$ cat config.mk
export PLATFORM = sky130hd
export DESIGN_NAME = rob_multiport_flat
export DESIGN_NICKNAME = d
export VERILOG_FILES = /design/src/rtl/rob_multiport_pkg.sv /design/src/rtl/rob_multiport_if.sv /design/src/rtl/rob_retire_select.sv /design/src/rtl/rob_multiport.sv /design/src/flat_wrapper.sv
export SDC_FILE = /design/constraint.sdc
export NUM_CORES = 2
export LEC_CHECK = 0
export CORE_ASPECT_RATIO = 1.2
export CORE_UTILIZATION = 30
export CTS_BUF_LIST = sky130_fd_sc_hd__clkbuf_4
export DETAILED_ROUTE_END_ITERATION = 16
export GPL_ROUTABILITY_DRIVEN = 0
export GPL_TIMING_DRIVEN = 0
export MAX_ROUTING_LAYER = met4
export PLACE_DENSITY = 0.49
export SLEW_MARGIN = 20
export SYNTH_ARGS = -nofsm -noshare
export SYNTH_HDL_FRONTEND = slang
export SYNTH_SLANG_ARGS = --single-unit
$ cat constraint.sdc
create_clock -name clk -period 15.4 [get_ports clk]
set_clock_uncertainty 0.05 [all_clocks]
set_input_delay 3.08 -clock clk [delete_from_list [all_inputs] [get_ports clk]]
set_output_delay 3.08 -clock clk [all_outputs]
set_load 0.02 [all_outputs]
$ cat src/rtl/rob_multiport_pkg.sv
// Shared types and default sizes for the multi-port reorder buffer.
//   opcode_t       : instruction opcodes; STORE is flagged on retire
//   rob_entry_t    : what rename/dispatch hands to the ROB per lane
//   rob_retire_t   : the subset of an entry that commit consumes
//   to_retire()    : converts a dispatched entry into its retire record
package rob_multiport_pkg;

    localparam int NUM_ENTRY_DEF      = 16;
    localparam int PHY_WIDTH          = 6;
    localparam int DISPATCH_WIDTH_DEF = 2;
    localparam int NUM_WB_DEF         = 3;
    localparam int RETIRE_WIDTH_DEF   = 2;

    typedef enum logic [3:0] {
        OP_ALU    = 4'd0,
        OP_LOAD   = 4'd1,
        OP_STORE  = 4'd2,
        OP_BRANCH = 4'd3,
        OP_JUMP   = 4'd4
    } opcode_t;

    typedef struct packed {
        logic [4:0]           rd_arch;
        logic [PHY_WIDTH-1:0] rd_phy_old;
        logic [PHY_WIDTH-1:0] rd_phy_new;
        opcode_t              opcode;
        logic [31:0]          pred_target;
        logic                 pred_taken;
    } rob_entry_t;

    typedef struct packed {
        logic [4:0]           rd_arch;
        logic [PHY_WIDTH-1:0] rd_phy_old;
        logic [PHY_WIDTH-1:0] rd_phy_new;
        logic                 is_store;
    } rob_retire_t;

    // Prediction fields are resolved at writeback, so only the commit-side
    // fields need to live in the entry storage.
    function automatic rob_retire_t to_retire(input rob_entry_t e);
        rob_retire_t r;
        r.rd_arch    = e.rd_arch;
        r.rd_phy_old = e.rd_phy_old;
        r.rd_phy_new = e.rd_phy_new;
        r.is_store   = (e.opcode == OP_STORE);
        return r;
    endfunction

endpackage

$ cat src/rtl/rob_multiport_if.sv
// Dispatch / writeback / retire / status bundle of the reorder buffer.
//   master : frontend + execution side (drives dispatch and writeback)
//   slave  : the ROB (drives ready, ids, retire lanes, flush and status)
interface rob_multiport_if
    import rob_multiport_pkg::*;
#(
    parameter int NUM_ENTRY      = NUM_ENTRY_DEF,
    parameter int DISPATCH_WIDTH = DISPATCH_WIDTH_DEF,
    parameter int NUM_WB         = NUM_WB_DEF,
    parameter int RETIRE_WIDTH   = RETIRE_WIDTH_DEF
) ();
    localparam int ROB_WIDTH = $clog2(NUM_ENTRY);

    // dispatch
    logic [DISPATCH_WIDTH-1:0]                dispatch_valid;
    rob_entry_t [DISPATCH_WIDTH-1:0]          dispatch_entry;
    logic                                     dispatch_ready;
    logic [DISPATCH_WIDTH-1:0][ROB_WIDTH-1:0] dispatch_rob_id;
    // writeback
    logic [NUM_WB-1:0]                        wb_valid;
    logic [NUM_WB-1:0][ROB_WIDTH-1:0]         wb_rob_id;
    logic [NUM_WB-1:0]                        wb_mispredict;
    logic [NUM_WB-1:0][31:0]                  wb_actual_target;
    // retire
    logic [RETIRE_WIDTH-1:0]                  retire_valid;
    logic [RETIRE_WIDTH-1:0]                  retire_is_store;
    logic [RETIRE_WIDTH-1:0][4:0]             retire_rd_arch;
    logic [RETIRE_WIDTH-1:0][PHY_WIDTH-1:0]   retire_rd_phy_old;
    logic [RETIRE_WIDTH-1:0][PHY_WIDTH-1:0]   retire_rd_phy_new;
    // flush and status
    logic                                     flush_valid;
    logic [31:0]                              flush_target;
    logic [ROB_WIDTH:0]                       count;
    logic                                     full;
    logic                                     empty;

    modport master (
        output dispatch_valid, dispatch_entry,
        input  dispatch_ready, dispatch_rob_id,
        output wb_valid, wb_rob_id, wb_mispredict, wb_actual_target,
        input  retire_valid, retire_is_store, retire_rd_arch,
        input  retire_rd_phy_old, retire_rd_phy_new,
        input  flush_valid, flush_target, count, full, empty
    );

    modport slave (
        input  dispatch_valid, dispatch_entry,
        output dispatch_ready, dispatch_rob_id,
        input  wb_valid, wb_rob_id, wb_mispredict, wb_actual_target,
        output retire_valid, retire_is_store, retire_rd_arch,
        output retire_rd_phy_old, retire_rd_phy_new,
        output flush_valid, flush_target, count, full, empty
    );

endinterface

$ cat src/rtl/rob_retire_select.sv
// Combinational retire scan. Starting at head, walks up to RETIRE_WIDTH
// consecutive occupied entries while they are finished. A mispredicted
// entry retires but ends the scan and raises flush.
//   head, count        : ROB head pointer and occupancy
//   finish, mispredict : per-entry status bits
//   retire_cnt         : number of entries retiring this cycle
//   retire_idx         : ROB index examined by each lane (head + lane)
//   flush, flush_idx   : a mispredicted entry retires, and which one
module rob_retire_select #(
    parameter int NUM_ENTRY    = 16,
    parameter int RETIRE_WIDTH = 2,
    localparam int ROB_WIDTH   = $clog2(NUM_ENTRY),
    localparam int CNT_W       = ROB_WIDTH + 1,
    localparam int RET_CNT_W   = $clog2(RETIRE_WIDTH + 1)
) (
    input  logic [ROB_WIDTH-1:0] head,
    input  logic [CNT_W-1:0]     count,
    input  logic [NUM_ENTRY-1:0] finish,
    input  logic [NUM_ENTRY-1:0] mispredict,
    output logic [RET_CNT_W-1:0] retire_cnt,
    output logic [ROB_WIDTH-1:0] retire_idx [RETIRE_WIDTH],
    output logic                 flush,
    output logic [ROB_WIDTH-1:0] flush_idx
);

    // NUM_ENTRY is a power of two, so the natural pointer wrap is the modulo.
    generate
        for (genvar gi = 0; gi < RETIRE_WIDTH; gi++) begin : g_idx
            assign retire_idx[gi] = head + ROB_WIDTH'(gi);
        end
    endgenerate

    logic scanning;

    always_comb begin
        retire_cnt = '0;
        flush      = 1'b0;
        flush_idx  = '0;
        scanning   = 1'b1;
        for (int i = 0; i < RETIRE_WIDTH; i++) begin
            if (scanning && (CNT_W'(i) < count) && finish[retire_idx[i]]) begin
                retire_cnt = retire_cnt + RET_CNT_W'(1);
                if (mispredict[retire_idx[i]]) begin
                    flush     = 1'b1;
                    flush_idx = retire_idx[i];
                    scanning  = 1'b0;
                end
            end else begin
                scanning = 1'b0;
            end
        end
    end

endmodule

$ cat src/rtl/rob_multiport.sv
// In-order-retire reorder buffer with N-wide dispatch, M writeback ports,
// R-wide retire and branch-mispredict flush of all younger entries.
//   clk, rst : clock, synchronous active-high reset
//   rob      : slave side of rob_multiport_if (dispatch, writeback, retire,
//              flush, count/full/empty)
// The physical register width is fixed by rob_multiport_pkg::PHY_WIDTH,
// since the entry struct carries it.
module rob_multiport
    import rob_multiport_pkg::*;
#(
    parameter int NUM_ENTRY      = NUM_ENTRY_DEF,
    parameter int DISPATCH_WIDTH = DISPATCH_WIDTH_DEF,
    parameter int NUM_WB         = NUM_WB_DEF,
    parameter int RETIRE_WIDTH   = RETIRE_WIDTH_DEF
) (
    input  logic          clk,
    input  logic          rst,
    rob_multiport_if.slave rob
);
    localparam int ROB_WIDTH  = $clog2(NUM_ENTRY);
    localparam int CNT_W      = ROB_WIDTH + 1;
    localparam int DISP_CNT_W = $clog2(DISPATCH_WIDTH + 1);
    localparam int RET_CNT_W  = $clog2(RETIRE_WIDTH + 1);

    // state
    logic [ROB_WIDTH-1:0]    head_reg, tail_reg;
    logic [CNT_W-1:0]        count_reg;
    logic [NUM_ENTRY-1:0]    finish_reg, mispredict_reg;
    logic [NUM_ENTRY-1:0]    finish_next, mispredict_next;
    logic                    flush_valid_reg;
    logic [31:0]             flush_target_reg;
    logic [RETIRE_WIDTH-1:0] ret_valid_reg;
    rob_retire_t [RETIRE_WIDTH-1:0] ret_data_reg;

    // entry storage, no reset needed: validity lives in count/finish
    rob_retire_t info_mem   [NUM_ENTRY];
    logic [31:0] target_mem [NUM_ENTRY];

    // ---------------- dispatch ----------------
    logic [DISPATCH_WIDTH-1:0][ROB_WIDTH-1:0] disp_id;
    logic [DISP_CNT_W-1:0] disp_cnt;
    logic                  disp_ready, disp_fire;

    // Valid lanes are packed onto consecutive slots starting at tail.
    always_comb begin
        disp_cnt = '0;
        for (int l = 0; l < DISPATCH_WIDTH; l++) begin
            disp_id[l] = '0;
            if (rob.dispatch_valid[l]) begin
                disp_id[l] = tail_reg + ROB_WIDTH'(disp_cnt);
                disp_cnt   = disp_cnt + DISP_CNT_W'(1);
            end
        end
    end

    // Registered state only: slots freed by this cycle's retire are not
    // offered until the next cycle.
    assign disp_ready = ((CNT_W'(NUM_ENTRY) - count_reg) >= CNT_W'(DISPATCH_WIDTH))
                        && !flush_valid_reg;

    // ---------------- retire select ----------------
    logic [RET_CNT_W-1:0] sel_cnt;
    logic [ROB_WIDTH-1:0] sel_idx [RETIRE_WIDTH];
    logic                 sel_flush;
    logic [ROB_WIDTH-1:0] sel_flush_idx;

    rob_retire_select #(
        .NUM_ENTRY    (NUM_ENTRY),
        .RETIRE_WIDTH (RETIRE_WIDTH)
    ) u_select (
        .head       (head_reg),
        .count      (count_reg),
        .finish     (finish_reg),
        .mispredict (mispredict_reg),
        .retire_cnt (sel_cnt),
        .retire_idx (sel_idx),
        .flush      (sel_flush),
        .flush_idx  (sel_flush_idx)
    );

    // Dispatches landing on the flush edge belong to the killed path.
    assign disp_fire = disp_ready && (|rob.dispatch_valid) && !sel_flush;

    logic        ret_valid_next [RETIRE_WIDTH];
    rob_retire_t ret_data_next  [RETIRE_WIDTH];

    generate
        for (genvar gi = 0; gi < RETIRE_WIDTH; gi++) begin : g_ret
            assign ret_valid_next[gi] = (RET_CNT_W'(gi) < sel_cnt);
            assign ret_data_next[gi]  = ret_valid_next[gi] ? info_mem[sel_idx[gi]] : '0;
        end
    endgenerate

    // Writebacks arriving while the flush pulse is out are from the killed path.
    logic [NUM_WB-1:0] wb_en;
    assign wb_en = rob.wb_valid & {NUM_WB{!flush_valid_reg}};

    // ---------------- status bit update ----------------
    always_comb begin
        finish_next     = finish_reg;
        mispredict_next = mispredict_reg;
        for (int i = 0; i < RETIRE_WIDTH; i++) begin
            if (ret_valid_next[i]) begin
                finish_next[sel_idx[i]]     = 1'b0;
                mispredict_next[sel_idx[i]] = 1'b0;
            end
        end
        for (int w = 0; w < NUM_WB; w++) begin
            if (wb_en[w]) begin
                finish_next[rob.wb_rob_id[w]]     = 1'b1;
                mispredict_next[rob.wb_rob_id[w]] = rob.wb_mispredict[w];
            end
        end
        if (disp_fire) begin
            for (int l = 0; l < DISPATCH_WIDTH; l++) begin
                if (rob.dispatch_valid[l]) begin
                    finish_next[disp_id[l]]     = 1'b0;
                    mispredict_next[disp_id[l]] = 1'b0;
                end
            end
        end
        if (sel_flush) begin
            finish_next     = '0;
            mispredict_next = '0;
        end
    end

    logic [ROB_WIDTH-1:0] head_next;
    logic [CNT_W-1:0]     disp_add;
    assign head_next = head_reg + ROB_WIDTH'(sel_cnt);
    assign disp_add  = disp_fire ? CNT_W'(disp_cnt) : '0;

    always_ff @(posedge clk) begin
        if (rst) begin
            head_reg         <= '0;
            tail_reg         <= '0;
            count_reg        <= '0;
            finish_reg       <= '0;
            mispredict_reg   <= '0;
            flush_valid_reg  <= 1'b0;
            flush_target_reg <= '0;
            ret_valid_reg    <= '0;
            ret_data_reg     <= '0;
        end else begin
            head_reg         <= head_next;
            finish_reg       <= finish_next;
            mispredict_reg   <= mispredict_next;
            flush_valid_reg  <= sel_flush;
            flush_target_reg <= sel_flush ? target_mem[sel_flush_idx] : 32'd0;
            for (int i = 0; i < RETIRE_WIDTH; i++) begin
                ret_valid_reg[i] <= ret_valid_next[i];
                ret_data_reg[i]  <= ret_data_next[i];
            end
            if (sel_flush) begin
                // Everything younger than the mispredicted entry is squashed.
                tail_reg  <= head_next;
                count_reg <= '0;
            end else begin
                tail_reg  <= tail_reg + ROB_WIDTH'(disp_add);
                count_reg <= count_reg + disp_add - CNT_W'(sel_cnt);
            end
        end
    end

    always_ff @(posedge clk) begin
        for (int l = 0; l < DISPATCH_WIDTH; l++) begin
            if (disp_fire && rob.dispatch_valid[l]) begin
                info_mem[disp_id[l]] <= to_retire(rob.dispatch_entry[l]);
            end
        end
        for (int w = 0; w < NUM_WB; w++) begin
            if (wb_en[w]) begin
                target_mem[rob.wb_rob_id[w]] <= rob.wb_actual_target[w];
            end
        end
    end

    // ---------------- outputs ----------------
    always_comb begin
        rob.retire_is_store   = '0;
        rob.retire_rd_arch    = '0;
        rob.retire_rd_phy_old = '0;
        rob.retire_rd_phy_new = '0;
        for (int i = 0; i < RETIRE_WIDTH; i++) begin
            rob.retire_is_store[i]   = ret_data_reg[i].is_store;
            rob.retire_rd_arch[i]    = ret_data_reg[i].rd_arch;
            rob.retire_rd_phy_old[i] = ret_data_reg[i].rd_phy_old;
            rob.retire_rd_phy_new[i] = ret_data_reg[i].rd_phy_new;
        end
    end

    assign rob.dispatch_ready  = disp_ready;
    assign rob.dispatch_rob_id = disp_id;
    assign rob.retire_valid    = ret_valid_reg;
    assign rob.flush_valid     = flush_valid_reg;
    assign rob.flush_target    = flush_target_reg;
    assign rob.count           = count_reg;
    assign rob.full            = (count_reg == CNT_W'(NUM_ENTRY));
    assign rob.empty           = (count_reg == '0);

endmodule
$ cat src/flat_wrapper.sv
// flat-port wrapper written by rule: the top's interface ports become plain ports
module rob_multiport_flat import rob_multiport_pkg::*;
#(
    parameter int NUM_ENTRY      = NUM_ENTRY_DEF,
    parameter int DISPATCH_WIDTH = DISPATCH_WIDTH_DEF,
    parameter int NUM_WB         = NUM_WB_DEF,
    parameter int RETIRE_WIDTH   = RETIRE_WIDTH_DEF
)
  (clk, rst, rob_dispatch_valid, rob_dispatch_entry, rob_dispatch_ready, rob_dispatch_rob_id, rob_wb_valid, rob_wb_rob_id, rob_wb_mispredict, rob_wb_actual_target, rob_retire_valid, rob_retire_is_store, rob_retire_rd_arch, rob_retire_rd_phy_old, rob_retire_rd_phy_new, rob_flush_valid, rob_flush_target, rob_count, rob_full, rob_empty);
  rob_multiport_if #(.NUM_ENTRY(NUM_ENTRY), .DISPATCH_WIDTH(DISPATCH_WIDTH), .NUM_WB(NUM_WB), .RETIRE_WIDTH(RETIRE_WIDTH)) rob_i ();
  input  logic clk;
  input  logic rst;
  input wire logic [$bits(rob_i.dispatch_valid)-1:0] rob_dispatch_valid;
  input wire logic [$bits(rob_i.dispatch_entry)-1:0] rob_dispatch_entry;
  output wire logic [$bits(rob_i.dispatch_ready)-1:0] rob_dispatch_ready;
  output wire logic [$bits(rob_i.dispatch_rob_id)-1:0] rob_dispatch_rob_id;
  input wire logic [$bits(rob_i.wb_valid)-1:0] rob_wb_valid;
  input wire logic [$bits(rob_i.wb_rob_id)-1:0] rob_wb_rob_id;
  input wire logic [$bits(rob_i.wb_mispredict)-1:0] rob_wb_mispredict;
  input wire logic [$bits(rob_i.wb_actual_target)-1:0] rob_wb_actual_target;
  output wire logic [$bits(rob_i.retire_valid)-1:0] rob_retire_valid;
  output wire logic [$bits(rob_i.retire_is_store)-1:0] rob_retire_is_store;
  output wire logic [$bits(rob_i.retire_rd_arch)-1:0] rob_retire_rd_arch;
  output wire logic [$bits(rob_i.retire_rd_phy_old)-1:0] rob_retire_rd_phy_old;
  output wire logic [$bits(rob_i.retire_rd_phy_new)-1:0] rob_retire_rd_phy_new;
  output wire logic [$bits(rob_i.flush_valid)-1:0] rob_flush_valid;
  output wire logic [$bits(rob_i.flush_target)-1:0] rob_flush_target;
  output wire logic [$bits(rob_i.count)-1:0] rob_count;
  output wire logic [$bits(rob_i.full)-1:0] rob_full;
  output wire logic [$bits(rob_i.empty)-1:0] rob_empty;
  assign rob_i.dispatch_valid = rob_dispatch_valid;
  assign rob_i.dispatch_entry = rob_dispatch_entry;
  assign rob_dispatch_ready = rob_i.dispatch_ready;
  assign rob_dispatch_rob_id = rob_i.dispatch_rob_id;
  assign rob_i.wb_valid = rob_wb_valid;
  assign rob_i.wb_rob_id = rob_wb_rob_id;
  assign rob_i.wb_mispredict = rob_wb_mispredict;
  assign rob_i.wb_actual_target = rob_wb_actual_target;
  assign rob_retire_valid = rob_i.retire_valid;
  assign rob_retire_is_store = rob_i.retire_is_store;
  assign rob_retire_rd_arch = rob_i.retire_rd_arch;
  assign rob_retire_rd_phy_old = rob_i.retire_rd_phy_old;
  assign rob_retire_rd_phy_new = rob_i.retire_rd_phy_new;
  assign rob_flush_valid = rob_i.flush_valid;
  assign rob_flush_target = rob_i.flush_target;
  assign rob_count = rob_i.count;
  assign rob_full = rob_i.full;
  assign rob_empty = rob_i.empty;
  rob_multiport #(.NUM_ENTRY(NUM_ENTRY), .DISPATCH_WIDTH(DISPATCH_WIDTH), .NUM_WB(NUM_WB), .RETIRE_WIDTH(RETIRE_WIDTH)) u_core (.clk(clk), .rst(rst), .rob(rob_i));
endmodule
# Yosys cells after proc, flatten, opt, wreduce, memory -nomap -nowiden
# Memories as Yosys holds them, arrays and structs flattened. A register that Yosys moved wholly into a read port is not among the register bits.
# Index checks and enable logic that the tools add are counted.
# word_totals
register_bits,48
mem_bits_rw,800
input_bits,226
out_inout_bits,87
elab_cells,153
mem_count,2
# classes
add_sub_neg,9
magnitude_cmp,19
eq_ne,3
muxes,71
bitwise,19
reduce_logical,23
# memory_table
memory,words,width,read_ports,rd_clocked_by_memory_dff,write_ports,line_no,rtl
u_core.target_mem,16,32,1,1,3,rob_multiport.sv:37,logic [31:0] target_mem [NUM_ENTRY];
u_core.info_mem,16,18,2,2,2,rob_multiport.sv:36,rob_retire_t info_mem [NUM_ENTRY];
# ops
op,n
$mux W16,18
$and A16 B16 Y16,8
$not A16 Y16,4
$bwmux W16,3
$or A16 B16 Y16,3
$lt A4 B5 Y1 const B,7
$mux W1,29
$demux W1 S4,7
$ge A4 B1 Y1 const B,7
$mux W4,7
$bmux W1 S4,4
$logic_and A1 B1 Y1,15
$lt A1 B5 Y1 const A,2
$reduce_or A2 Y1,5
$eq A4 B2 Y1 const B,2
$mux W2,3
$add A5 B5 Y5,1
$eq A5 B5 Y1 const B,1
$ge A5 B2 Y1 const B,1
$logic_not A5 Y1,1
$sub A5 B2 Y5,1
$sub A5 B5 Y5 const A,1
$add A1 B1 Y2 const B,2
$add A4 B1 Y4,1
other kinds (7),11

# Longest topological paths before layout
# logic_depth
depth_word,23
mapped_depth,26

# By module
# Synthesis repeated with hierarchy kept, for this count alone.
# unflattened
hier_cells,4252
hier_area_um2,52743.1
# modules_own_cells
mod,n_inst,cells_each,area_per_inst_um2,seq_area_each_um2
rob_multiport,1,4154,51914.8,26345.3
rob_retire_select,1,98,828.3,0.0

# Least setup slack after synthesis
# No wires, ideal clock.
# synth_timing
path_type,input to output
startpoint,input port rob_dispatch_valid[0]
endpoint,output port rob_dispatch_rob_id[6]
arrival_time_ps,4117
required_ps,12270
setup_slack_ps,8153
stages,4
n_path_buf,0
cell_sequence,ha_1 ha_1 xnor2_1 nor2_1
# synth_between
elab_chain_len,3
# synth_lines
item,line_no,rtl
start: declaration,flat_wrapper.sv:13,input wire logic [$bits(rob_i.dispatch_valid)-1:0] rob_dispatch_valid;
$mux W1,rob_multiport.sv:49,if (rob.dispatch_valid[l]) begin
$add A4 B1 Y4,rob_multiport.sv:50,disp_id[l] = tail_reg + ROB_WIDTH'(disp_cnt);
$mux W4,rob_multiport.sv:49,
end: declaration,flat_wrapper.sv:16,output wire logic [$bits(rob_i.dispatch_rob_id)-1:0] rob_dispatch_rob_id;
# No other way between the ends.

# Final worst setup path
# layout_timing
startpoint,input port rob_dispatch_valid[0]
endpoint,output port rob_dispatch_rob_id[7]
# Same word-level chain as after synthesis.

==> results.sh <==
export IMPL_io_buffers=213
export IMPL_cts_max_level=5
export IMPL_netlist_area_mm2=0.0557
export IMPL_cp_buffers_inverters=2
export IMPL_nNetsFinal=5931
export IMPL_drv_cap=0
export IMPL_post_cts_resized=0
export IMPL_setup_ws_ns=6.48
export IMPL_synth_edf_count=800
export IMPL_worstSkewPairLatency_ns=1.38
export IMPL_dr_pass1_iters=10
export IMPL_dp_cells=7815
export IMPL_drive_gt1_share_pct=19.2
export IMPL_yosysWarnings=0
export IMPL_maxSlewHeadroom_pct=13.4
export IMPL_num_vias=50000
export IMPL_seq_area_frac_synth_pct=47.3
export IMPL_max_stage_delay_ns=0.73
export IMPL_syn_num_nets=5389
export IMPL_fin_cells=8342
export IMPL_cts_buffer_depth=4
export IMPL_crit_path_end_kind="primary output"
export IMPL_wl_per_cell_um=32.5
export IMPL_setup_viol=0
export IMPL_cp_required_ns=12.27
export IMPL_numCtsBuffers=290
export IMPL_cts_root_buf="clkbuf_4"
export IMPL_crit_family="buffers and inverters"
export IMPL_total_power_mw=7.96
export IMPL_final_antenna_net_count=0
export IMPL_cts_tree="yes"
export IMPL_hold_path_class="reg -> reg"
export IMPL_antenna_found_initial=31
export IMPL_startpoint_type="primary input"
export IMPL_drt_iter0_drc=6672
export IMPL_post_dp_hpwl_um=185000
export IMPL_cts_clk_slew_worst_paths_ns=0.06
export IMPL_grt_max_degree=34
export IMPL_yosysUniqueCellTypes=88
export IMPL_die_w_um=395
export IMPL_syn_avg_cell_area_um2=10.9
export IMPL_clock_sinks=916
export IMPL_fin_tns_setup_ns=0
export IMPL_synth_flop_cell="edfxtp_1"
export IMPL_netlist_instances=5130
export IMPL_p_leak_nw=23.0
export IMPL_grt_pass1_vias=47400
export IMPL_grt_pass1_wl_um=369000
export IMPL_rsz0062_at_grt="no"
export IMPL_tightest_slew_ns=1.30
export IMPL_worstSetupPathType="in -> out"
export IMPL_place_ws_ns=6.60
export IMPL_fmax_mhz=112
export IMPL_slowest_stage="clkdlybuf4s50_1"
export IMPL_grt_overflow_total=0
export IMPL_design_core_area_mm2=0.184
export IMPL_status="completed"
export IMPL_largest_reg_flops=512
export IMPL_final_max_slew_violation_count=0
export IMPL_fin_crit_sh_pct=57.9
export IMPL_powerDensity_mw_per_mm2=122
export IMPL_die_h_um=474
export IMPL_hold_ws_ns=0.476
export IMPL_ioPinCount=313
export IMPL_arrival_ns=5.79
export IMPL_die_area_mm2=0.187
export IMPL_hold_buffers=0
export IMPL_start_util_pct=30.3
export IMPL_grt_util_all_layers_pct=28.9
export IMPL_synth_seq_cells=916
export IMPL_crit_chain="clkdlybuf4s50_1 > ha_1 > nand3_1 > xor2_1 > nor2_1 > clkdlybuf4s50_1"
export IMPL_drc=0
export IMPL_irDropWorstVdd_v=0.0000850
export IMPL_drt_total_wl_um=272000
export IMPL_finalHoldViolCount=0
export IMPL_cts_setup_buffers=0
export IMPL_viasPerCell=5.99
export IMPL_synthArstFlopShare_pct=0
export IMPL_area_delta_synth_final_pct=17.4
export IMPL_std_cell_rows=172
export IMPL_crit_fanout=7
export IMPL_layout_min_cycle_time_ns=8.92
export IMPL_cpMostUsedCell="clkdlybuf4s50_1"
[per-stage QoR]
step	area (um^2)	util, %
3_3_place_gp	60900	33.1
4_1_cts	65300	35.5
5_1_grt	65400	35.6
3_5_place_dp	61800	33.6
6_report	65400	35.6
2_1_floorplan	55700	-
[path summary, 6_finish.rpt]
kind | startpoint | end | cells past startpoint | slack [ns]
max | rob_dispatch_valid[0] | rob_dispatch_rob_id[7] | 6 | 6.48
min | u_core.finish_reg[13] | u_core.finish_reg[13] | 2 | 0.48
max reg2reg | u_core.head_reg[0] | u_core.rob.flush_target[31] | 19 | 7.23
min reg2reg | u_core.finish_reg[13] | u_core.finish_reg[13] | 2 | 0.48
[kinds of logic (layout without fill, tap and decap cells)]
| kind of cell | after synthesis | count (layout) | synth area share [%] |
|---|---|---|---|
| compound gates | 1031 | 1031 | 12.1 |
| mux | 1047 | 1047 | 23.7 |
| flops | 916 | 916 | 47.3 |
| simple gates | 1480 | 1480 | 11.5 |
| fa+ha+maj | 33 | 33 | 0.795 |
| other cells | 0 | 41 | 0 |
| buf+inv | 609 | 1344 | 4.38 |
| xor+xnor | 14 | 14 | 0.220 |
[Yosys cell counts (5+ instances only)]
library cell / number / area [um^2]
a211o_1: 5 / 43.8
a211oi_1: 69 / 518
a21o_1: 13 / 97.6
a21oi_1: 252 / 1260
a22oi_1: 33 / 248
a31oi_1: 49 / 307
a32oi_1: 68 / 596
a41oi_1: 35 / 307
and2_1: 27 / 169
and3_1: 14 / 87.6
buf_1: 75 / 282
buf_2: 63 / 315
buf_4: 6 / 45.0
buf_6: 7 / 78.8
clkbuf_1: 425 / 1600
dfxtp_1: 116 / 2320
edfxtp_1: 800 / 24000
ha_1: 29 / 363
inv_1: 31 / 116
mux2_1: 49 / 552
mux2_2: 229 / 2580
mux2i_1: 579 / 5800
mux4_2: 190 / 4280
nand2_1: 801 / 3010
nand2b_1: 13 / 81.3
nand3_1: 163 / 816
nor2_1: 319 / 1200
nor2b_1: 47 / 294
nor3_1: 39 / 195
nor4_4: 5 / 106
o2111ai_1: 7 / 61.3
o211ai_1: 6 / 45.0
o21ai_0: 298 / 1490
o221a_2: 31 / 349
o221ai_1: 66 / 578
o22ai_1: 35 / 219
o31a_1: 32 / 280
or2_2: 6 / 37.5
or3_1: 7 / 43.8
xnor2_1: 8 / 70.1
xor2_1: 6 / 52.6
[power breakdown]
part	internal (mW)	total (mW)	leakage (nW)	switching (mW)
sequential	2.87	2.94	8.22	0.0704
combinational	0.918	2.49	12.7	1.57
clock	1.30	2.53	2.11	1.23
[per-layer routing]
metal / track usage (%) / part of all wire (%) / up-vias
li1: - / - / 20600
met1: 34.2 / 38 / 24700
met2: 43.0 / 44 / 3625
met3: 9.67 / 11 / 990
met4: 16.0 / 6.1 / 0
met5: - / 0 / -
[worst min-delay path, delay by kind of cell (launching register included)]
kind            cells  cell delay (ns)
compound gates      2             0.15
flops               1             0.33
[placed cells by master, fill, tap and decap left out, types with 9 or more instances in the layout]
cell | Yosys | layout
edfxtp_1 | 800 | 800
nand2_1 | 801 | 799
mux2i_1 | 579 | 579
clkbuf_4 | 0 | 423
clkbuf_1 | 425 | 386
nor2_1 | 319 | 319
o21ai_0 | 298 | 298
a21oi_1 | 252 | 252
mux2_2 | 229 | 229
clkdlybuf4s50_1 | 0 | 213
mux4_2 | 190 | 190
nand3_1 | 163 | 155
dfxtp_1 | 116 | 116
buf_2 | 63 | 83
a211oi_1 | 69 | 69
a32oi_1 | 68 | 68
o221ai_1 | 66 | 66
buf_1 | 75 | 52
clkinv_1 | 1 | 50
mux2_1 | 49 | 49
a31oi_1 | 49 | 49
nor2b_1 | 47 | 47
clkbuf_2 | 0 | 42
diode_2 | 0 | 41
nor3_1 | 39 | 39
o22ai_1 | 35 | 35
a41oi_1 | 35 | 35
a22oi_1 | 33 | 33
o31a_1 | 32 | 32
o221a_2 | 31 | 31
inv_1 | 31 | 29
ha_1 | 29 | 29
and2_1 | 27 | 27
buf_12 | 0 | 15
and3_1 | 14 | 14
nand2b_1 | 13 | 13
buf_6 | 7 | 13
a21o_2 | 0 | 12
buf_4 | 6 | 9
[final cells by class]
cell class                 instances  area (um^2)
timing repair buffer             250         2790
fill                           18600       118000
clock buffer                     423         3180
multi-input combinational       3605        27100
tap                             2436         3050
inverter                          33          129
clock inverter                    62          317
antenna                           41          103
buffer                           576         2390
sequential                       916        26300
Power figures use the tool's default switching activity.
